$ cat src/rtl/ceas_pkg.sv
// ceas_pkg: shared constants and types for the clock design's UART
// time-setting front end.
//   - ASCII codes recognised by the command parser
//   - hour/minute limits and output widths
//   - parser and byte-receiver state encodings
//   - small helpers for digit checking and tens*10 arithmetic
package ceas_pkg;

  localparam logic [7:0] CHR_T  = 8'h54;
  localparam logic [7:0] CHR_CR = 8'h0D;
  localparam logic [7:0] CHR_0  = 8'h30;
  localparam logic [7:0] CHR_9  = 8'h39;

  localparam int ORE_MAX = 23;
  localparam int MIN_MAX = 59;
  localparam int ORE_W   = 5;
  localparam int MIN_W   = 6;

  typedef enum logic [2:0] {
    P_IDLE,
    P_H1,
    P_H0,
    P_M1,
    P_M0,
    P_END
  } parse_state_e;

  typedef enum logic [1:0] {
    RX_IDLE,
    RX_START,
    RX_DATA,
    RX_STOP
  } rx_state_e;

  function automatic logic is_digit(input logic [7:0] b);
    return (b >= CHR_0) && (b <= CHR_9);
  endfunction

  // Multiply-free tens weighting: 8d + 2d, kept in 7 bits (max 99).
  function automatic logic [6:0] times10(input logic [3:0] d);
    logic [6:0] w;
    w = {3'b000, d};
    return (w << 3) + (w << 1);
  endfunction

endpackage

$ cat src/rtl/uart_rx_byte.sv
// uart_rx_byte: 8N1 UART byte receiver.
//   clock      in   system clock
//   reset      in   asynchronous active-low reset
//   rx         in   serial line, idle high, asynchronous to clock
//   data       out  last received byte (LSB first on the line)
//   byte_valid out  one-cycle strobe in the stop-bit sample cycle, stop bit high
//   frame_err  out  one-cycle strobe in the stop-bit sample cycle, stop bit low
//   busy       out  high from start detect through the stop-bit sample
//
// state    | meaning
// RX_IDLE  | line idle, waiting for a synchronized low
// RX_START | half-bit wait, then confirm start bit is still low
// RX_DATA  | sample 8 data bits at bit centres
// RX_STOP  | sample stop bit one bit time after the last data bit
module uart_rx_byte
  import ceas_pkg::*;
#(
  parameter int CLKS_PER_BIT = 5208
) (
  input  logic       clock,
  input  logic       reset,
  input  logic       rx,
  output logic [7:0] data,
  output logic       byte_valid,
  output logic       frame_err,
  output logic       busy
);

  localparam int CNT_W = (CLKS_PER_BIT > 1) ? $clog2(CLKS_PER_BIT) : 1;
  localparam int HALF  = CLKS_PER_BIT / 2;
  localparam logic [CNT_W-1:0] START_LD = CNT_W'((HALF > 0) ? HALF - 1 : 0);
  localparam logic [CNT_W-1:0] BIT_LD   = CNT_W'(CLKS_PER_BIT - 1);

  rx_state_e        state_q;
  logic [CNT_W-1:0] cnt_q;
  logic [2:0]       bit_q;
  logic [7:0]       data_q;
  logic [1:0]       sync_q;
  logic             rx_s;
  logic             tc;

  assign rx_s = sync_q[1];
  assign tc   = (cnt_q == '0);

  always_ff @(posedge clock or negedge reset) begin
    if (!reset) begin
      state_q <= RX_IDLE;
      cnt_q   <= '0;
      bit_q   <= '0;
      data_q  <= '0;
      sync_q  <= 2'b11;
    end else begin
      sync_q <= {sync_q[0], rx};
      case (state_q)
        RX_IDLE: begin
          if (!rx_s) begin
            state_q <= RX_START;
            cnt_q   <= START_LD;
          end
        end
        RX_START: begin
          if (tc) begin
            if (!rx_s) begin
              state_q <= RX_DATA;
              cnt_q   <= BIT_LD;
              bit_q   <= '0;
            end else begin
              state_q <= RX_IDLE;
            end
          end else begin
            cnt_q <= cnt_q - 1'b1;
          end
        end
        RX_DATA: begin
          if (tc) begin
            data_q <= {rx_s, data_q[7:1]};
            cnt_q  <= BIT_LD;
            if (bit_q == 3'd7) begin
              state_q <= RX_STOP;
            end else begin
              bit_q <= bit_q + 1'b1;
            end
          end else begin
            cnt_q <= cnt_q - 1'b1;
          end
        end
        RX_STOP: begin
          // Straight back to idle so a start bit right after the stop bit is caught.
          if (tc) begin
            state_q <= RX_IDLE;
          end else begin
            cnt_q <= cnt_q - 1'b1;
          end
        end
        default: state_q <= RX_IDLE;
      endcase
    end
  end

  assign data       = data_q;
  assign byte_valid = (state_q == RX_STOP) && tc && rx_s;
  assign frame_err  = (state_q == RX_STOP) && tc && !rx_s;
  assign busy       = (state_q != RX_IDLE);

endmodule

$ cat src/rtl/uart_time_setter.sv
// uart_time_setter: parses "T HH MM CR" commands from a UART line and
// produces a one-cycle load strobe with binary hours/minutes for the time
// counter's second load port.
//   clock      in   system clock
//   reset      in   asynchronous active-low reset
//   rx         in   UART receive line, idle high
//   ore        out  loaded hours 0..23
//   minute     out  loaded minutes 0..59
//   load_timp  out  one-cycle load strobe, ore/minute valid with it
//   cmd_err    out  one-cycle strobe on rejected command or framing error
//   rx_busy    out  frame reception in progress
//
// state  | meaning
// P_IDLE | waiting for 'T', other bytes ignored
// P_H1   | expecting hours tens digit
// P_H0   | expecting hours units digit
// P_M1   | expecting minutes tens digit
// P_M0   | expecting minutes units digit
// P_END  | expecting CR, then range check
module uart_time_setter
  import ceas_pkg::*;
#(
  parameter int CLK_FREQ = 50000000,
  parameter int BAUD     = 9600
) (
  input  logic             clock,
  input  logic             reset,
  input  logic             rx,
  output logic [ORE_W-1:0] ore,
  output logic [MIN_W-1:0] minute,
  output logic             load_timp,
  output logic             cmd_err,
  output logic             rx_busy
);

  localparam int CLKS_PER_BIT = CLK_FREQ / BAUD;

  logic [7:0] rx_data;
  logic       byte_valid;
  logic       frame_err;

  uart_rx_byte #(
    .CLKS_PER_BIT(CLKS_PER_BIT)
  ) u_rx (
    .clock     (clock),
    .reset     (reset),
    .rx        (rx),
    .data      (rx_data),
    .byte_valid(byte_valid),
    .frame_err (frame_err),
    .busy      (rx_busy)
  );

  parse_state_e     pstate_q;
  logic [3:0]       h1_q, h0_q, m1_q, m0_q;
  logic [ORE_W-1:0] ore_q;
  logic [MIN_W-1:0] minute_q;
  logic             load_q;
  logic             err_q;

  logic [6:0] hours_d;
  logic [6:0] mins_d;
  logic       range_ok;
  logic [3:0] dig;
  logic       dig_ok;

  always_comb begin
    hours_d  = times10(h1_q) + {3'b000, h0_q};
    mins_d   = times10(m1_q) + {3'b000, m0_q};
    range_ok = (hours_d <= 7'(ORE_MAX)) && (mins_d <= 7'(MIN_MAX));
    dig      = rx_data[3:0];
    dig_ok   = is_digit(rx_data);
  end

  always_ff @(posedge clock or negedge reset) begin
    if (!reset) begin
      pstate_q <= P_IDLE;
      h1_q     <= '0;
      h0_q     <= '0;
      m1_q     <= '0;
      m0_q     <= '0;
      ore_q    <= '0;
      minute_q <= '0;
      load_q   <= 1'b0;
      err_q    <= 1'b0;
    end else begin
      load_q <= 1'b0;
      err_q  <= 1'b0;
      if (frame_err) begin
        pstate_q <= P_IDLE;
        err_q    <= 1'b1;
      end else if (byte_valid) begin
        // 'T' restarts a command from any state and is never an error.
        if (rx_data == CHR_T) begin
          pstate_q <= P_H1;
          h1_q     <= '0;
          h0_q     <= '0;
          m1_q     <= '0;
          m0_q     <= '0;
        end else begin
          case (pstate_q)
            P_IDLE: ;
            P_H1: begin
              if (dig_ok) begin
                h1_q     <= dig;
                pstate_q <= P_H0;
              end else begin
                err_q    <= 1'b1;
                pstate_q <= P_IDLE;
              end
            end
            P_H0: begin
              if (dig_ok) begin
                h0_q     <= dig;
                pstate_q <= P_M1;
              end else begin
                err_q    <= 1'b1;
                pstate_q <= P_IDLE;
              end
            end
            P_M1: begin
              if (dig_ok) begin
                m1_q     <= dig;
                pstate_q <= P_M0;
              end else begin
                err_q    <= 1'b1;
                pstate_q <= P_IDLE;
              end
            end
            P_M0: begin
              if (dig_ok) begin
                m0_q     <= dig;
                pstate_q <= P_END;
              end else begin
                err_q    <= 1'b1;
                pstate_q <= P_IDLE;
              end
            end
            P_END: begin
              if ((rx_data == CHR_CR) && range_ok) begin
                ore_q    <= hours_d[ORE_W-1:0];
                minute_q <= mins_d[MIN_W-1:0];
                load_q   <= 1'b1;
              end else begin
                err_q <= 1'b1;
              end
              pstate_q <= P_IDLE;
            end
            default: pstate_q <= P_IDLE;
          endcase
        end
      end
    end
  end

  assign ore       = ore_q;
  assign minute    = minute_q;
  assign load_timp = load_q;
  assign cmd_err   = err_q;

endmodule

$ cat config.mk
export PLATFORM = sky130hd
export DESIGN_NAME = uart_time_setter
export DESIGN_NICKNAME = d
export VERILOG_FILES = /design/src/rtl/ceas_pkg.sv /design/src/rtl/uart_rx_byte.sv /design/src/rtl/uart_time_setter.sv
export SDC_FILE = /design/constraint.sdc
export NUM_CORES = 1
export LEC_CHECK = 0
export CAP_MARGIN = 15
export CELL_PAD_IN_SITES_DETAIL_PLACEMENT = 0
export CELL_PAD_IN_SITES_GLOBAL_PLACEMENT = 1
export CORE_MARGIN = 2
export CORE_UTILIZATION = 45
export CTS_BUF_LIST = sky130_fd_sc_hd__clkbuf_2
export DETAILED_ROUTE_END_ITERATION = 6
export GPL_TIMING_DRIVEN = 0
export PLACE_DENSITY = 0.76
export SYNTH_ARGS = -nofsm -noshare
export SYNTH_HDL_FRONTEND = slang
export SYNTH_SLANG_ARGS = --single-unit
export TNS_END_PERCENT = 20
$ cat constraint.sdc
create_clock -name clock -period 2.7 [get_ports clock]
set_input_delay 0.54 -clock clock [delete_from_list [all_inputs] [get_ports clock]]
set_output_delay 0.54 -clock clock [all_outputs]
set_load 0.01 [all_outputs]
# Yosys cells after proc, flatten, opt, wreduce, memory -nomap -nowiden
# Cells that the tools add are included.
dict set report totals {
  reg_bits 60
  inputBits 3
  output_inout_bits 14
}
dict set report op_classes {
  n_bitwise 2
  muxes 46
  magnitude_cmp 4
  reduce_logical 29
  n_addsub 6
  eq_ne 21
}
# cell n
set op_table {}
lappend op_table {{$mux W13} 5}
lappend op_table {{$pmux W13 S4} 1}
lappend op_table {{$mux W4} 9}
lappend op_table {{$mux W3} 9}
lappend op_table {{$mux W2} 8}
lappend op_table {{$reduce_and A4 Y1} 4}
lappend op_table {{$reduce_bool A2 Y1} 8}
lappend op_table {{$pmux W3 S5} 1}
lappend op_table {{$reduce_and A5 Y1} 3}
lappend op_table {{$add A7 B4 Y7} 2}
lappend op_table {{$add A7 B5 Y7} 2}
lappend op_table {{$logic_not A13 Y1} 1}
lappend op_table {{$sub A13 B1 Y13 const B} 1}
lappend op_table {{$mux W1} 10}
lappend op_table {{$eq A3 B3 Y1 const B} 3}
lappend op_table {{$eq A8 B4 Y1 const B} 1}
lappend op_table {{$eq A8 B7 Y1 const B} 1}
lappend op_table {{$ge A8 B6 Y1 const B} 1}
lappend op_table {{$le A8 B6 Y1 const B} 1}
lappend op_table {{$ne A2 B1 Y1 const B} 4}
lappend op_table {{$ne A2 B2 Y1 const B} 4}
lappend op_table {{$pmux W2 S4} 1}
lappend op_table {{$le A7 B5 Y1 const B} 1}
lappend op_table {{$le A7 B6 Y1 const B} 1}
lappend op_table {{other kinds (16)} 26}

# Depth between registers and ports, before layout
dict set report depth {
  word_depth 10
  depth_mapped 11
  mapped_depth_nobuf 10
}

# By module
# Synthesis repeated with hierarchy kept, for this count alone.
dict set report hier_totals {
  cells_unflattened 331
  area_unflattened_um2 3638.5
}
# module instances area_each_um2 seq_area_each_um2 cells_each
set modules_own_cells {}
lappend modules_own_cells {uart_time_setter 1 1978.1 800.8 169}
lappend modules_own_cells {uart_rx_byte 1 1660.3 703.2 162}

# Worst setup path after synthesis
# OpenSTA, ideal clock, no wires.
dict set report synth_path {
  path_kind {reg-to-reg}
  start {reg h1_q[0]}
  end {reg minute_q[1], in the netlist minute[1]}
  t_required_ns 2.575
  n_path_buf 1
  arrival_time_ns 2.768
  setup_slack_ns -0.194
  setup_time_ns 0.125
  synth_period_minus_slack_ns 2.894
  stages_incl_launch_ff 11
  cell_sequence {dfrtp_1 > fa_1 > inv_1 > fa_1 > nand2b_1 > o2bb2ai_1 > xor2_1 > nor4b_1 > nand4b_1 > buf_4 > mux2_4}
}
dict set report synth_via {
  elab_chain_cells 6
}
# item line
set synth_lines {}
lappend synth_lines {{from (decl)} uart_time_setter.sv:55} ;# logic [3:0] h1_q, h0_q, m1_q, m0_q;
lappend synth_lines {{from (signal assigned)} uart_time_setter.sv:105} ;# h1_q <= dig;
lappend synth_lines {{$add A7 B5 Y7} ceas_pkg.sv:43} ;# return (w << 3) + (w << 1);
lappend synth_lines {{$add A7 B4 Y7} uart_time_setter.sv:68} ;# hours_d = times10(h1_q) + {3'b000, h0_q};
lappend synth_lines {{$le A7 B5 Y1} uart_time_setter.sv:70} ;# range_ok = (hours_d <= 7'(ORE_MAX)) && (mins_d <= 7'(MIN_MAX));
lappend synth_lines {{$logic_and A1 B1 Y1} uart_time_setter.sv:70}
lappend synth_lines {{$logic_and A1 B1 Y1} uart_time_setter.sv:140} ;# if ((rx_data == CHR_CR) && range_ok) begin
lappend synth_lines {{$reduce_and A5 Y1 (no line)} -}
lappend synth_lines {{to (signal assigned)} uart_time_setter.sv:142} ;# minute_q <= mins_d[MIN_W-1:0];
lappend synth_lines {{to (decl)} uart_time_setter.sv:57} ;# logic [MIN_W-1:0] minute_q;
# Every way passes these cells.
# A chain may end at the register's enable or synchronous reset.

# Worst setup path in the final report
# Same ends and word-level chain as after synthesis.

==> reports/qor.txt <==
Clock Skew -> 0.0397 ns
Total power -> 1.58 mW
Area grow syn2layout -> 19.7%
Antenna Cells -> 0
Yosys cell types -> 54
Register Area -> 1500 µm²
TNS Setup -> -3.05 ns
Post-CTS Hold Buffers -> 0
Dominant cell type by area after synthesis -> dfrtp_1
Reg2reg start -> h1_q[0]
GP Congestion -> 0.813
R2R cell count -> 10
Crit start category -> register
Crit path kind -> reg -> reg
Relative max-transition margin -> 51.0%
Layout cell share with drive strength beyond 1 -> 24.1%
Required @ worst endpoint -> 3.07 ns
GRT Util Overall -> 19.0%
Arr. time, crit path -> 3.37 ns
Min cycle time layout -> 3.00 ns
Die area -> 8520 µm²
Synth top cells by count -> dfrtp_1 (58), o21ai_0 (35), nand2_1 (30), nor2_1 (26)
Number of global-route vias before repair -> 2,715
Gr ovfl total -> 0
First-pass GRT wire length -> 12,700 µm
Avg Synthesized Cell Area -> 9.97 µm²
Max Cap Viol -> 0
Syn Std Cell Area -> 3510 µm²
Share of power burned in the clock network -> 41.1%
Failing checks -> setup timing
Hold Path Class -> in -> async
Core area -> 7650 µm²
Most used DFF post-synth -> dfrtp_1
Sink Count -> 60
Status -> complete, but fails checks
Post-synthesis sequential area ratio -> 42.8%
Final setup viols -> 13
Hpwl dp -> 5260 µm
Largest net degree at the start of global routing -> 35
Post-DP Area -> 3840 µm²
Final Util -> 54.9%
Synth top area cells -> dfrtp_1 (41%), ha_1 (7.8%), mux2_2 (6.1%), o21ai_0 (5.0%), nand2_1 (3.2%)
Internal power -> 1.21 mW
Max Clk Rate -> 333 MHz
Yosys warns -> 0
Sequential share of power -> 57.2%
Initial antenna violation count -> 0
Die width -> 92.3 µm
Pwr dens -> 376 nW/µm²
Reg2Reg Setup Slack -> -0.30 ns
Sw power -> 0.366 mW
CTS Buf Count -> 9
Unrepaired setup endpoints after global routing -> true
Placement row count -> 32
Sw Share -> 23.2%
Vias -> 2,716
Dpl cells -> 471
Critical R2R Capture -> minute[1]
Non-filler cells, final -> 501
Period Utilization, post-route -> 111%
Share of flip-flops with an asynchronous set or reset -> 100%
Max-slew violation count -> 0
Actual slew at the worst max-slew pin -> 0.731 ns
Final WL -> 7430 µm
Crit Path Max Fanout -> 5
PnR worst setup slack -> -0.300 ns
Synthesized flop and latch total -> 60
DIE HEIGHT -> 92.3 µm
Filler cells -> 676
EDFF count, synth -> 0
Drt first pass iters -> 4
Final hold violations -> 0
First-iteration detailed-routing DRC count -> 93
Via/cell ratio -> 5.42
Logic pwr share -> 1.7%
DRC violation count after routing -> 0
Final nets -> 423
VDD IR max -> 0.000278 V
Clock slew seen by the registers of the worst setup and hold paths -> 0.20 ns
Cell count after synthesis -> 352
Clk Latency, worst-skew pair -> 0.49 ns
LEAKAGE -> 1.86 nW
Clock Path Buffers -> 2
CP Capture Type -> register
Antenna-violating nets left -> 0
Most common cell in the synthesized netlist -> dfrtp_1
CTS H-tree depth -> 3
Post-synth top area share -> 41.3%
Initial Util -> 45.9%
Multi-input logic area -> 2000 µm²
CTS tree -> done
Num ports -> 17
Net Count, Synth -> 381
IO Port Bufs -> 16
Finished layout cell area -> 4200 µm²
CTS root buf -> clkbuf_2
Wire per inst -> 14.8 µm
-- placed cells by master (no fill, tap or decap), types with 4 or more instances in the layout --
| cell | n |
|---|---|
| o41ai_1 | 4 |
| inv_1 | 20 |
| clkbuf_2 | 9 |
| mux2_2 | 19 |
| ha_1 | 21 |
| nor3_1 | 9 |
| mux2_4 | 8 |
| o21ai_0 | 35 |
| dfrtp_1 | 58 |
| nand2b_1 | 4 |
| buf_4 | 13 |
| clkbuf_1 | 9 |
| nand2_1 | 29 |
| a21oi_1 | 17 |
| clkdlybuf4s50_1 | 15 |
| nor2_1 | 25 |
| nor4_1 | 4 |
| xor2_1 | 5 |
-- critical path: stages, from the launching register on --
cell,delay [ns]
dfrtp_1,0.44
fa_1,0.57
inv_1,0.06
fa_2,0.34
nand2b_4,0.16
o2bb2ai_4,0.14
xor2_1,0.16
nor4b_2,0.24
nand4b_1,0.24
buf_6,0.22
mux2_4,0.30
-- per-stage QoR --
stage	hold WS [ns]	setup slack (ns)
floorplan	0.244	0.00161
global placement	0.355	-0.891
detailed placement	0.354	-0.323
CTS	0.00966	-0.307
global route	0.0355	-0.445
finish	0.0290	-0.300
-- final cells by class --
cell class                      instances  area share (%)
Multi-Input combinational cell        255            47.6
Sequential cell                        60            35.8
Timing Repair Buffer                   31            6.61
Tap cell                              102            3.04
Clock inverter                          7            2.17
Inverter                               22            1.97
Buffer                                 15            1.73
Clock buffer                            9            1.07
-- worst max-delay path by stage --
| stage | end | cells after the start | slack (ns) | startpoint |
|---|---|---|---|---|
| finish | minute[1] | 10 | -0.30 | h1_q[0] |
| global route | minute[1] | 10 | -0.44 | h1_q[0] |
| CTS | minute[1] | 10 | -0.31 | h1_q[0] |
| detailed placement | ore[1] | 11 | -0.32 | m1_q[0] |
| global placement | u_rx.bit_q[2] | 1 | -0.89 | reset |
| floorplan | minute[1] | 10 | 0.002 | h0_q[3] |
-- metal layers --
metal	wire [µm]	vias to the layer above	track usage, %
li1	-	1337	-
met1	3420	1330	23.7
met2	3700	38	32.8
met3	203	11	3.17
met4	111	0	7.71
met5	0	-	0
-- power by group through the flow --
stage                     Sequential, mW  Clock [mW]  Combinational (mW)
after global placement             0.919           0              0.0252
after detailed placement           0.919           0              0.0285
after CTS                          0.903       0.667              0.0285
final                              0.903       0.648              0.0270
after global routing               0.903       0.703              0.0320
after floorplan                    0.919           0             0.00300
-- state kept, by name (all words and copies together) (netlist names), named ones only --
register,count
h1_q,4
u_rx.bit_q,3
minute,6
u_rx.cnt_q,13
load_timp,1
m1_q,4
h0_q,4
m0_q,4
pstate_q,3
u_rx.state_q,1
ore,5
cmd_err,1
u_rx.data,8
u_rx.sync_q,2
-- kinds of logic after synthesis --
group,Yosys count,synth area share (%)
AOI/OAI and AO/OA,81,13.5
xor gates and xnor gates,7,1.75
adders and majority gates,26,10.1
buffers and inverters,37,4.13
DFF,60,42.8
muxes,30,10.3
and+or+nand+nor,111,17.4
-- what timing repair did --
item                       in CTS  in global routing
cloned                          1                  0
setup endpoints to repair      19                 45
setup buffers                  11                  2
gates resized for setup         8                 20
pin swaps                      10                  3
Note: power is estimated with default switching activity, not from simulation.
